--- src/rtl/tartaruga_pkg.sv ---
// Shared types for the tartaruga front end: bus words, fetch FSM states and
// the fetch-buffer entry layout.
package tartaruga_pkg;

  typedef logic [31:0] bus32_t;

  localparam int FETCH_BUF_DEPTH = 2;

  typedef enum logic [1:0] {
    IDLE  = 2'd0,
    FETCH = 2'd1,
    FULL  = 2'd2
  } fetch_state_t;

  typedef struct packed {
    bus32_t pc;
    bus32_t instr;
  } fetch_entry_t;

  // Instructions are word aligned; low address bits of a target are dropped.
  function automatic bus32_t align_pc(input bus32_t addr);
    return {addr[31:2], 2'b00};
  endfunction

endpackage

--- src/rtl/fetch_buffer.sv ---
// Circular FIFO of fetched {pc, instr} entries with a flush that empties it
// in one cycle. DEPTH must be a power of two so the pointers wrap naturally.
module fetch_buffer
  import tartaruga_pkg::*;
#(
  parameter int DEPTH = FETCH_BUF_DEPTH
) (
  input  logic                     clk_i,
  input  logic                     rstn_i,
  input  logic                     push_i,
  input  fetch_entry_t             entry_i,
  input  logic                     pop_i,
  input  logic                     flush_i,
  output logic                     full_o,
  output logic                     empty_o,
  output fetch_entry_t             head_o,
  output logic [$clog2(DEPTH):0]   count_o
);

  localparam int PW = $clog2(DEPTH);

  fetch_entry_t  mem_q [DEPTH];
  logic [PW-1:0] head_q;
  logic [PW-1:0] tail_q;
  logic [PW:0]   count_q;
  logic          do_push;
  logic          do_pop;

  assign empty_o = (count_q == '0);
  assign full_o  = (count_q == (PW+1)'(DEPTH));
  assign count_o = count_q;
  assign head_o  = mem_q[head_q];

  // A full buffer may only accept a push when the head leaves in the same cycle.
  assign do_pop  = pop_i & ~empty_o;
  assign do_push = push_i & (~full_o | do_pop);

  always_ff @(posedge clk_i or negedge rstn_i) begin
    if (!rstn_i) begin
      head_q  <= '0;
      tail_q  <= '0;
      count_q <= '0;
      for (int i = 0; i < DEPTH; i++) begin
        mem_q[i] <= '0;
      end
    end else if (flush_i) begin
      head_q  <= '0;
      tail_q  <= '0;
      count_q <= '0;
    end else begin
      if (do_push) begin
        mem_q[tail_q] <= entry_i;
        tail_q        <= tail_q + 1'b1;
      end
      if (do_pop) begin
        head_q <= head_q + 1'b1;
      end
      case ({do_push, do_pop})
        2'b10:   count_q <= count_q + 1'b1;
        2'b01:   count_q <= count_q - 1'b1;
        default: count_q <= count_q;
      endcase
    end
  end

endmodule

--- src/rtl/fetch_ctrl.sv ---
// Instruction fetch controller: owns the fetch PC and the IDLE/FETCH/FULL
// state machine, and feeds decode through a small fetch buffer.
module fetch_ctrl
  import tartaruga_pkg::*;
#(
  parameter bus32_t RESET_PC  = 32'h0000_0000,
  parameter int     BUF_DEPTH = FETCH_BUF_DEPTH
) (
  input  logic        clk_i,
  input  logic        rstn_i,
  input  logic        fetch_en_i,
  output bus32_t      imem_pc_o,
  input  logic [31:0] imem_instr_i,
  input  logic        redirect_valid_i,
  input  logic [31:0] redirect_pc_i,
  output logic        instr_valid_o,
  input  logic        instr_ready_i,
  output logic [31:0] instr_o,
  output logic [31:0] instr_pc_o
);

  localparam int CW = $clog2(BUF_DEPTH) + 1;

  fetch_state_t state_q, state_d;
  bus32_t       pc_q, pc_d;
  logic         push;
  logic         pop;
  logic         buf_full;
  logic         buf_empty;
  logic [CW-1:0] buf_count;
  fetch_entry_t head;
  fetch_entry_t new_entry;

  assign imem_pc_o     = pc_q;
  assign instr_valid_o = ~buf_empty;
  assign instr_o       = head.instr;
  assign instr_pc_o    = head.pc;
  assign pop           = instr_valid_o & instr_ready_i;

  // A redirect suppresses the push: the word at pc_q is on the wrong path.
  assign push = fetch_en_i & ~redirect_valid_i & (~buf_full | pop) &
                ((state_q == FETCH) | ((state_q == FULL) & pop));

  assign new_entry.pc    = pc_q;
  assign new_entry.instr = imem_instr_i;

  fetch_buffer #(
    .DEPTH (BUF_DEPTH)
  ) u_buf (
    .clk_i   (clk_i),
    .rstn_i  (rstn_i),
    .push_i  (push),
    .entry_i (new_entry),
    .pop_i   (pop),
    .flush_i (redirect_valid_i),
    .full_o  (buf_full),
    .empty_o (buf_empty),
    .head_o  (head),
    .count_o (buf_count)
  );

  always_ff @(posedge clk_i or negedge rstn_i) begin
    if (!rstn_i) begin
      state_q <= IDLE;
      pc_q    <= RESET_PC;
    end else begin
      state_q <= state_d;
      pc_q    <= pc_d;
    end
  end

  always_comb begin
    state_d = state_q;
    pc_d    = pc_q;
    if (push) begin
      pc_d = pc_q + 32'd4;
    end
    if (redirect_valid_i) begin
      pc_d    = align_pc(redirect_pc_i);
      state_d = fetch_en_i ? FETCH : IDLE;
    end else begin
      case (state_q)
        IDLE: begin
          if (fetch_en_i) state_d = FETCH;
        end
        FETCH: begin
          // Also park in FULL if IDLE handed over an already full buffer.
          if (!fetch_en_i) begin
            state_d = IDLE;
          end else if ((push && !pop && buf_count == CW'(BUF_DEPTH - 1)) ||
                       (buf_full && !pop)) begin
            state_d = FULL;
          end
        end
        FULL: begin
          if (!fetch_en_i) begin
            state_d = IDLE;
          end else if (pop) begin
            state_d = FETCH;
          end
        end
        default: state_d = IDLE;
      endcase
    end
  end

endmodule

--- config.mk ---
export PLATFORM = sky130hd
export DESIGN_NAME = fetch_ctrl
export DESIGN_NICKNAME = d
export VERILOG_FILES = /design/src/rtl/tartaruga_pkg.sv /design/src/rtl/fetch_buffer.sv /design/src/rtl/fetch_ctrl.sv
export SDC_FILE = /design/constraint.sdc
export NUM_CORES = 1
export LEC_CHECK = 0
export ABC_AREA = 1
export ABC_CLOCK_PERIOD_IN_PS = 2250
export BUFFER_PORTS_ARGS = -buffer_cell sky130_fd_sc_hd__buf_2
export CORE_ASPECT_RATIO = 1.25
export CORE_MARGIN = 10
export CORE_UTILIZATION = 24
export CTS_CLUSTER_DIAMETER = 60
export CTS_CLUSTER_SIZE = 8
export DETAILED_ROUTE_END_ITERATION = 10
export PLACE_DENSITY = 0.38
export SYNTH_ARGS = -nofsm -noshare
export SYNTH_HDL_FRONTEND = slang
export SYNTH_SLANG_ARGS = --single-unit
--- constraint.sdc ---
create_clock -name clk_i -period 2.25 [get_ports clk_i]
set_input_delay 0.1125 -clock clk_i [delete_from_list [all_inputs] [get_ports clk_i]]
set_output_delay 0.1125 -clock clk_i [all_outputs]
set_load 0.005 [all_outputs]
---- After elaboration in Yosys (flattened, before gate mapping) ----
Cells that the tools add are included.
operators by class
  reductions and logical operators ........ 14
  bitwise gates (word level) .............. 15
  $lt $le $gt $ge ......................... 3
  muxes and demuxes ....................... 22
  equality and inequality tests ........... 9
  add/sub/neg operators ................... 5
operators with widths
  kind                   number
  $mux 64                4
  $bwmux 128             1
  $demux 64 s1           1
  $mux 32                2
  $add 32x3->32 const B  1
  $mux 2                 7
  $and 1x1->1            7
  $eq 2x1->1 const B     3
  $eq 2x2->1 const B     3
  $pmux 2 s3             1
  $reduce_bool 2->1      3
  $mux 1                 5
  $ge 2x2->1 const B     2
  $logic_and 1x1->1      4
  $logic_not 2->1        2
  $ne 4x3->1 const B     1
  $ne 4x4->1 const B     1
  $not 1->2              2
  $pmux 2 s2             1
  $ne 3x3->1 const B     1
  $not 1->1              3
  $or 1x1->1             3
  $reduce_and 3->1       1
  $reduce_bool 3->1      1
  7 further kinds        8
storage, ports and cells
  register bits ........................... 166
  output and inout bits ................... 97
  logic and storage cells ................. 77
  input port bits ......................... 69

---- Depth between registers and ports, before layout ----
Gate-level depths: netlist of run 1.
  word-level depth ........................ 13
  mapped depth ............................ 13
  mapped depth without buffers ............ 11

---- By module ----
Synthesis of run 1 repeated with hierarchy kept, for this count alone.
unflattened totals
  cells, all modules ...................... 1106
  area, all modules ....................... 8748.4 um^2
modules (own cells, without submodules)
  module        sequential area each (um^2)  area each (um^2)  cells each  times used
  fetch_buffer  3303.2                       6334.8            722         1
  fetch_ctrl    800.8                        2413.6            384         1

---- Least setup slack after synthesis of run 1 ----
OpenSTA, ideal clock, no wires.
  path type ............................... register to register
  from .................................... register u_buf.count_q[0], in the netlist u_buf.count_o[0]
  to ...................................... register u_buf.tail_q
  path slack .............................. 0.378 ns
  setup time .............................. 0.144 ns
  data arrival time ....................... 1.728 ns
  cell stages (with the launch flop) ...... 12
  buffers on the path ..................... 2
  period minus slack after synthesis ...... 1.872 ns
  data required time ...................... 2.106 ns
  cells stage by stage .................... dfrtp_1 inv_1 ha_1 inv_1 nand2_1 nand2_1 nand2_4 nand2_2 buf_6 nand2_4 clkbuf_1 o21ai_0
on the way
  word-level cells in the longest chain between the ends .. 8
  elaborated cells on any way between the ends .. 14
  those cells by class .................... 1 x eq/ne; 11 x bitwise; 2 x reduce/logical
ends and longest elaborated chain
  element                                    line                                source
  start: declaration                         fetch_buffer.sv:25                  logic [PW:0] count_q;
  start signal: assignment                   fetch_buffer.sv:59                  2'b10: count_q <= count_q + 1'b1;
  start signal: assignment                   fetch_buffer.sv:60                  2'b01: count_q <= count_q - 1'b1;
  start signal: assignment                   fetch_buffer.sv:61                  default: count_q <= count_q;
  $logic_not 2->1 *                          fetch_buffer.sv:29                  assign empty_o = (count_q == '0);
  $not 1->1 *                                fetch_ctrl.sv:35                    assign instr_valid_o = ~buf_empty;
  net instr_valid_o                          fetch_ctrl.sv:16                    output logic instr_valid_o,
  $and 1x1->1                                fetch_ctrl.sv:38                    assign pop = instr_valid_o & instr_ready_i;
  $or 1x1->1 or $and 1x1->1 (tied branches)  fetch_ctrl.sv:41, fetch_ctrl.sv:42
  $and 1x1->1 or $or 1x1->1 (tied branches)  fetch_ctrl.sv:41, fetch_ctrl.sv:42
  $and 1x1->1                                fetch_ctrl.sv:41                    assign push = fetch_en_i & ~redirect_valid_i & (~buf_full | pop) &
  $and 1x1->1 *                              fetch_buffer.sv:36                  assign do_push = push_i & (~full_o | do_pop);
  $reduce_bool 2->1 (no source line) *       -
  end signal: assignment                     fetch_buffer.sv:53                  tail_q <= tail_q + 1'b1;
  end: declaration                           fetch_buffer.sv:24                  logic [PW-1:0] tail_q;
The timed path passes the listed nets; every way through them passes the cells marked *.
A chain may end at the register's enable or synchronous reset.

---- Worst setup path in the final report of run 1 ----
  from .................................... register pc_q[2], in the netlist imem_pc_o[2]
  to ...................................... register pc_q[26], in the netlist imem_pc_o[26]
on the way
  word-level cells in the longest chain between the ends .. 3
ends and longest elaborated chain
  element                   line              source
  start: declaration        fetch_ctrl.sv:25  bus32_t pc_q, pc_d;
  start signal: assignment  fetch_ctrl.sv:68  pc_q <= pc_d;
  $add 32x3->32             fetch_ctrl.sv:76  pc_d = pc_q + 32'd4;
  $mux 32                   fetch_ctrl.sv:75  if (push) begin
  $mux 32                   fetch_ctrl.sv:78  if (redirect_valid_i) begin
No other way between the ends. The select of a mux whose other input is x is not followed.

==> results.rst, run 1 <==
.. list-table::
   :header-rows: 1

   * - Metric
     - Value
   * - Result of the run
     - completed
   * - Relative max-transition margin
     - between 40% and 50%
   * - Count of cells resized by post-cts repair
     - 0
   * - Routed length on met3
     - ~1200 um
   * - Share of the cycle needed by the critical path after routing
     - approximately nine tenths
   * - Yosys warning count
     - 0
   * - Dpl hpwl
     - just under 20,000 um
   * - DRC violation total after the first TritonRoute iteration
     - around 450
   * - Leak Pwr
     - roughly 5.6 nW
   * - Synth Cell Area
     - between 0.008 and 0.009 mm^2
   * - Number of stages on the worst hold path
     - 5
   * - Number of sinks on the clock net
     - 160
   * - Area of the die
     - 0.0413 mm^2
   * - Yosys cell types
     - 26
   * - Number of placement rows
     - between 70 and 80
   * - Post-placement setup slack
     - between 0.2 and 0.25 ns
   * - Min Tclk post-route
     - around 2.0 ns
   * - Final setup skew
     - 0.00695 ns
   * - Hold Path Class
     - in2reg
   * - Critical path start-end classification
     - reg2reg
   * - Type of origin of the critical path
     - flop
   * - Critical path data arrival time
     - 2.36 ns
   * - Wl on met1
     - ~12,000 um
   * - First-pass GRT wire length
     - ~43,000 um
   * - CP Capture Type
     - flop
   * - Unrepaired setup endpoints after global routing
     - no
   * - Series of cell instances along the critical path
     - ha_1 > inv_1 > nor2_1 > nand2_1 > inv_1 > nand2_1 > nand2_1 > nand2_1 > nand2_1 > nand2_1
   * - CP bufs+invs
     - 2
   * - Worst reg2reg path endpoint
     - imem_pc_o[26]$_DFFE_PN0N_
   * - Cells on worst reg2reg path
     - 10
   * - Number of synthesized flops with an enable pin
     - 0
   * - Wire length reported by the detailed router
     - approximately 27,000 um
   * - Area growth from synthesis to layout
     - 31.4%
   * - Count of port buffers added during placement
     - around 160
   * - Max Cap Viol
     - 0
   * - Post-synthesis average cell area
     - about 7.3 um^2
   * - Critical hold path startpoint
     - redirect_pc_i[5]
   * - # H-tree levels
     - 4
   * - Clock transition at path regs
     - about 0.070 ns
   * - Register-to-register path setup slack
     - 0.21 ns
   * - WL met2
     - roughly 13,000 um
   * - # diodes
     - 0
   * - Final cell utilization of the core
     - between 30% and 40%
   * - Final GP Congestion
     - slightly below 0.9
   * - Share of cells above drive strength 1
     - around 17%
   * - Most used standard cells in the synthesized netlist
     - nand2_1 (520), dfrtp_1 (160), inv_1 (92)
   * - Root Buffer
     - clkbuf_16
   * - Fraction of registers with async set or reset after synthesis
     - 100%
   * - Die outline width
     - around 180 um
   * - Worst hold endpoint
     - imem_pc_o[5]$_DFFE_PN0N_
   * - Layout Cell Area excl Fill
     - about 0.011 mm^2
   * - Wire per inst
     - about 15 um
   * - Deepest clock path buffer count
     - 2
   * - Final-report setup violation count
     - 0
   * - Highest clock rate
     - 491 MHz
   * - Synthesized flop and latch total
     - between 150 and 200
   * - Maximum number of pins on one net before global-route repair
     - between 70 and 80
   * - Power per Cell Area
     - about 1100 mW/mm^2
   * - Setup TNS
     - 0 ns
   * - Final slew viol count
     - 0
   * - Top cell type by total area after synthesis
     - dfrtp_1
   * - Largest stage delay on the critical path
     - between 0.5 and 0.6 ns
   * - Uppermost routed layer
     - met4
   * - Final net count
     - 1,384
   * - Family with the most delay on the worst path
     - simple AND/OR/NAND/NOR gates
   * - Transition at the pin with the smallest max-transition slack
     - 0.834 ns
   * - Total global-route track usage
     - roughly an eighth
   * - Final global-route overflow total
     - 0
   * - Die extent in y
     - 225 um
   * - Post-DRT Antenna Nets
     - 0
   * - CTS tree
     - done
   * - Total number of vias
     - 7,404
   * - Number of instances in the synthesized netlist
     - between 1,000 and 1,500
   * - Number of global-route vias before repair
     - about 7,700
   * - Clock latency of the later-clocked register in the worst-skew pair
     - roughly 0.43 ns
   * - Worst Slack Setup Final
     - around 0.21 ns
   * - Number of vias per cell after detailed routing
     - approximately 4.3
   * - Worst-case vdd ir drop
     - ~360 uV
   * - Antenna violations before repair
     - 0
   * - Ranking of synthesized cells by area
     - dfrtp_1 (50%), nand2_1 (24%), o21ai_0 (5.2%)
   * - Number of buffers created by CTS
     - 17
   * - Reg-to-Reg Start
     - imem_pc_o[2]$_DFFE_PN0N_
   * - Most frequently used flop master after synthesis
     - dfrtp_1
   * - Remaining routing DRC violations
     - 0
   * - CP required
     - 2.57 ns
   * - Crit-path most repeated cell
     - nand2_1
   * - Area of the placeable core
     - 0.0329 mm^2
   * - Area fraction of the dominant cell type after synthesis
     - approximately 50%
   * - Hold violation total from the final report
     - 0
   * - Placed cell area
     - approximately 0.0094 mm^2
   * - Drt pass-1 iters
     - 5
   * - Effective utilization at floorplan
     - about 24%
   * - Critical Path Fanout Max
     - 8
   * - Share of the yosys chip area belonging to registers
     - approximately 50%
   * - Dominant cell by count in the synthesized netlist
     - nand2_1
   * - I/O pins
     - 166
   * - Slowest-stage cell, CP
     - dfrtp_1
## registers in the layout, summed over array words and instances, names as in the netlist
register,cells
imem_pc_o,30
u_buf.mem_q,124
u_buf.count_o,2
u_buf.head_q,1
u_buf.tail_q,1
state_q,2
## where the power goes
| part | leakage (nW) | switching, mW | internal, mW |
|---|---|---|---|
| clock network | 0.288 | 1.27 | 1.76 |
| logic | 3.23 | 2.28 | 1.60 |
| registers | 2.04 | 0.759 | 3.99 |
| total | 5.56 | 4.30 | 7.35 |
## worst register-to-register path: stages, from the launching register on
cell and delay, ns:
dfrtp_1 0.51, ha_1 0.35, inv_1 0.09, nor2_1 0.16, nand2_1 0.23, inv_1 0.30
nand2_1 0.09, nand2_1 0.06, nand2_1 0.05, nand2_1 0.05, nand2_1 0.05
## through the flow
stage | std cells | power (mW) | hold WS [ns]
final | 1742 | 11.7 | 0.0467
after global placement | 1650 | 8.69 | 0.113
after global routing | 1742 | 12.7 | 0.0526
after detailed placement | 1650 | 8.75 | 0.110
after floorplan | 1106 | 6.94 | -0.183
after CTS | 1741 | 11.9 | 0.0290
## area by class of cell
class,instances,area [um^2]
Clock inverter,11,130
Sequential cell,160,4010
Clock buffer,21,480
Tap cell,418,523
Fill cell,3623,22300
Inverter,93,349
Timing Repair Buffer,240,1660
Multi-Input combinational cell,799,3430
## cell families after synthesis
| family | share of synthesized area (%) |
|---|---|
| simple gates | 31.9 |
| xor+xnor | 0.871 |
| flops | 49.8 |
| other cells | 0.0466 |
| buf+inv | 7.85 |
| fa+ha+maj | 0.622 |
| compound gates | 8.93 |
## cells in the final DEF, fill, tap and decap left out, types with 2 or more instances in the layout
cell type / n
clkinv_4: 3
conb_1: 4
nand2_4: 3
buf_12: 8
dfrtp_1: 159
o21ai_0: 84
ha_1: 4
buf_2: 158
clkbuf_16: 17
inv_1: 92
o21ai_2: 3
o21ai_1: 51
dlygate4sd3_1: 59
clkbuf_8: 4
a21oi_1: 2
nand2_1: 520
nand3_1: 39
nand2_2: 2
bufinv_16: 2
nor2_1: 55
clkinvlp_4: 4
buf_4: 14
nand4_1: 20
xor2_1: 7
## per-layer routing
metal / vias to the layer above / global-route usage (%)
li1: 3844 / -
met3: 22 / 3.24
met4: 0 / 4.21
met1: 3384 / 16.9
met2: 154 / 22.0
met5: - / 0
## what timing repair did
item,CTS,global route
hold endpoints to repair,136,0
endpoints found under the setup margin,0,4
hold buffers,59,0
setup buffers,0,1
## how the worst max path moves through the flow
stage,startpoint,end,slack [ns],cells past startpoint
6_report,imem_pc_o[2]$_DFFE_PN0N_,imem_pc_o[26]$_DFFE_PN0N_,0.21,10
5_1_grt,u_buf.count_o[0]$_DFFE_PN0P_,u_buf.mem_q[61]$_DFFE_PN0P_,0.03,11
4_1_cts,u_buf.head_q$_DFFE_PN0P_,instr_pc_o[24],0.16,4
3_5_place_dp,u_buf.count_o[0]$_DFFE_PN0P_,imem_pc_o[6]$_DFFE_PN0N_,0.22,11
3_3_place_gp,u_buf.count_o[0]$_DFFE_PN0P_,imem_pc_o[3]$_DFFE_PN0N_,0.27,11
2_1_floorplan,u_buf.count_o[0]$_DFFE_PN0P_,u_buf.tail_q$_DFFE_PN0P_,0.38,11
(Power assumes the default switching activity.)
==> inputs of run 2 (changes only) <==
ABC_CLOCK_PERIOD_IN_PS = 2200   (was 2250)
clock period = 2.2 ns   (was 2.25 ns; I/O delays follow)
==> run 2 against run 1 <==
Against the previous run:
- die area stayed put
- critical path depth is 2 lower
- sequential share of layout area is 0.10 points lower
- sequential power grew 2%
- utilization rose by 0.088 points
- register-to-register slack barely moved
- count of clock-buffer cells in the layout increased by 1
- critical path type unchanged
- largest cell class unchanged
==> results.rst, run 2 (synthesis results as in run 1) <==
.. list-table::
   :header-rows: 1

   * - Metric
     - Value
   * - Critical hold path startpoint
     - redirect_pc_i[5] (unchanged)
   * - Register-to-register path setup slack
     - 0.21 ns (about the same)
   * - Setup TNS
     - 0 ns (unchanged)
   * - CTS tree
     - done (unchanged)
   * - Unrepaired setup endpoints after global routing
     - no (unchanged)
   * - Count of placed standard cells including taps
     - 1,652 (was 1,650)
   * - Remaining routing DRC violations
     - 0 (unchanged)
   * - Final-report setup violation count
     - 0 (unchanged)
   * - Most flops, register
     - u_buf.mem_q (unchanged)
   * - Critical Path Fanout Max
     - 8 (unchanged)
   * - Critical path data arrival time
     - 2.30 ns (was 2.36 ns)
   * - Area of the die
     - 0.0413 mm^2 (unchanged)
   * - Highest clock rate
     - 501 MHz (was 491 MHz)
   * - Wire length reported by the detailed router
     - 27,000 um (was 26,900 um)
   * - Final setup skew
     - 0.00727 ns (was 0.00695 ns)
   * - Wire per inst
     - 15.5 um (about the same)
   * - Placed cell area
     - 0.00940 mm^2 (was 0.00936 mm^2)
   * - Share of cells above drive strength 1
     - 16.9% (was 17.1%)
   * - Number of standard cells in the final layout excluding fillers
     - 1,742 (unchanged)
   * - Die extent in y
     - 225 um (unchanged)
   * - Drt pass-1 iters
     - 7 (was 5)
   * - Relative contribution of combinational cells to total power
     - 33.4% (was 33.2%)
   * - Total global-route track usage
     - 13.4% (about the same)
   * - Count of port buffers added during placement
     - 159 (unchanged)
   * - Result of the run
     - completed (unchanged)
   * - DRC violation total after the first TritonRoute iteration
     - 470 (was 454)
   * - Die outline width
     - 184 um (unchanged)
   * - Worst Slack Setup Final
     - 0.206 ns (was 0.212 ns)
   * - Area of the placeable core
     - 0.0329 mm^2 (unchanged)
   * - Hold violation total from the final report
     - 0 (unchanged)
   * - Switch share
     - 36.4% (was 36.9%)
   * - Type of origin of the critical path
     - flop (unchanged)
   * - Power per Cell Area
     - 1130 mW/mm^2 (was 1100 mW/mm^2)
   * - Final global-route overflow total
     - 0 (unchanged)
   * - Critical path capture point
     - imem_pc_o[10]$_DFFE_PN0N_ (was imem_pc_o[26]$_DFFE_PN0N_)
   * - Fraction of power consumed by sequential logic
     - 40.6% (was 40.8%)
   * - Root Buffer
     - clkbuf_16 (unchanged)
   * - Clock network power share
     - 26.0% (about the same)
   * - # H-tree levels
     - 4 (unchanged)
   * - Dpl hpwl
     - 19,600 um (was 19,400 um)
   * - Transition at the pin with the smallest max-transition slack
     - 0.791 ns (was 0.834 ns)
   * - Most frequent cells in the layout
     - nand2_1 (520), dfrtp_1 (159), buf_2 (158) (unchanged)
   * - Layout Cell Area excl Fill
     - 0.0106 mm^2 (about the same)
   * - Final net count
     - 1,385 (was 1,384)
   * - PnR Total Power
     - 12.0 mW (was 11.7 mW)
   * - Routed length on met3
     - 1400 um (was 1250 um)
   * - Worst setup startpoint
     - imem_pc_o[2]$_DFFE_PN0N_ (unchanged)
   * - Relative max-transition margin
     - 47.2% (was 44.4%)
   * - Number of placement rows
     - 74 (unchanged)
   * - Min Tclk post-route
     - 1.99 ns (was 2.04 ns)
   * - Maximum number of pins on one net before global-route repair
     - 63 (was 79)
   * - Number of flip-flops under the largest register name
     - 124 (unchanged)
   * - Number of buffers created by CTS
     - 17 (unchanged)
   * - Share of the cycle needed by the critical path after routing
     - 90.7% (was 90.6%)
   * - Worst reg2reg path endpoint
     - imem_pc_o[10]$_DFFE_PN0N_ (was imem_pc_o[26]$_DFFE_PN0N_)
   * - First-pass GRT wire length
     - 43,600 um (was 43,300 um)
   * - Hold Path Class
     - in2reg (unchanged)
   * - WL met2
     - 12,800 um (unchanged)
   * - Critical path start-end classification
     - reg2reg (unchanged)
   * - I/O pins
     - 166 (unchanged)
   * - Clock transition at path regs
     - 0.07 ns (about the same)
   * - Effective utilization at floorplan
     - 24.5% (unchanged)
   * - Leak Pwr
     - 5.57 nW (was 5.56 nW)
   * - Deepest clock path buffer count
     - 2 (unchanged)
   * - Net Sw Power
     - 4.35 mW (was 4.30 mW)
   * - Most frequent standard cell in the layout excluding fill and tap cells
     - nand2_1 (unchanged)
   * - Number of vias per cell after detailed routing
     - 4.27 (was 4.25)
   * - Number of global-route vias before repair
     - 7,739 (was 7,670)
   * - Final slew viol count
     - 0 (unchanged)
   * - Reg-to-Reg Start
     - imem_pc_o[2]$_DFFE_PN0N_ (unchanged)
   * - Final GP Congestion
     - 0.894 (was 0.878)
   * - Internal power component
     - 7.61 mW (was 7.35 mW)
   * - Area growth from synthesis to layout
     - 31.8% (was 31.4%)
   * - CP required
     - 2.51 ns (was 2.57 ns)
   * - Max Cap Viol
     - 0 (unchanged)
   * - # diodes
     - 0 (unchanged)
   * - Cells on worst reg2reg path
     - 8 (was 10)
   * - Worst-case vdd ir drop
     - 365 uV (was 359 uV)
   * - Number of sinks on the clock net
     - 160 (unchanged)
   * - CP Capture Type
     - flop (unchanged)
   * - Antenna violations before repair
     - 0 (unchanged)
   * - Post-placement setup slack
     - 0.249 ns (was 0.218 ns)
   * - Post-DRT Antenna Nets
     - 0 (unchanged)
   * - Clock latency of the later-clocked register in the worst-skew pair
     - 0.43 ns (about the same)
   * - Uppermost routed layer
     - met4 (unchanged)
   * - Wl on met1
     - 12,200 um (was 12,500 um)
   * - Total number of vias
     - 7,440 (was 7,404)
-- run 2: critical path, stage by stage (launching register included) --
cell and delay [ns]:
dfrtp_1 0.49, ha_1 0.33, inv_1 0.08, nor2_1 0.17, nand2_1 0.22, inv_1 0.31, nand2_1 0.10, nand3_1 0.10
nand3_1 0.07
-- run 2: through the flow --
stage	hold slack (ns)	utilization, %
3_3_place_gp	0.106	28.6
3_5_place_dp	0.0957	28.6
5_1_grt	0.0664	32.3
4_1_cts	0.0375	32.3
2_1_floorplan	-0.186	-
6_report	0.0553	32.3
-- run 2: cell type report --
| class | count | area [um^2] |
|---|---|---|
| Clock inverter | 9 | 133 |
| Tap cell | 418 | 523 |
| Fill cell | 3601 | 22300 |
| Multi-Input combinational cell | 799 | 3430 |
| Timing Repair Buffer | 241 | 1690 |
| Inverter | 93 | 349 |
| Clock buffer | 22 | 474 |
| Sequential cell | 160 | 4010 |
-- run 2: worst min path at each step --
| stage | end | slack, ns | depth (start not counted) |
|---|---|---|---|
| floorplan | imem_pc_o[10]$_DFFE_PN0N_ | -0.19 | 0 |
| global placement | u_buf.mem_q[86]$_DFFE_PN0P_ | 0.11 | 1 |
| detailed placement | u_buf.mem_q[28]$_DFFE_PN0P_ | 0.1 | 1 |
| CTS | imem_pc_o[5]$_DFFE_PN0N_ | 0.04 | 5 |
| global route | imem_pc_o[4]$_DFFE_PN0N_ | 0.07 | 5 |
| finish | imem_pc_o[5]$_DFFE_PN0N_ | 0.06 | 5 |
-- run 2: timing repair --
item / CTS / global route
gates resized for setup: 0 / 0
buffers inserted: 0 / 0
hold buffers: 59 / 0
hold endpoints to repair: 133 / 0
-- run 2: power groups by stage --
stage / logic, mW / registers [mW] / clock network [mW]
6_report: 3.99 / 4.85 / 3.11
5_1_grt: 4.71 / 5.02 / 3.36
4_1_cts: 4.15 / 4.86 / 3.24
3_5_place_dp: 4.06 / 4.90 / 0
3_3_place_gp: 4.02 / 4.90 / 0
2_1_floorplan: 2.37 / 4.72 / 0
-- run 2: layer usage --
| layer | GRT usage [%] | up-vias |
|---|---|---|
| met3 | 3.39 | 22 |
| met2 | 22.0 | 162 |
| met4 | 4.40 | 0 |
| li1 | - | 3853 |
| met5 | 0 | - |
| met1 | 16.8 | 3403 |
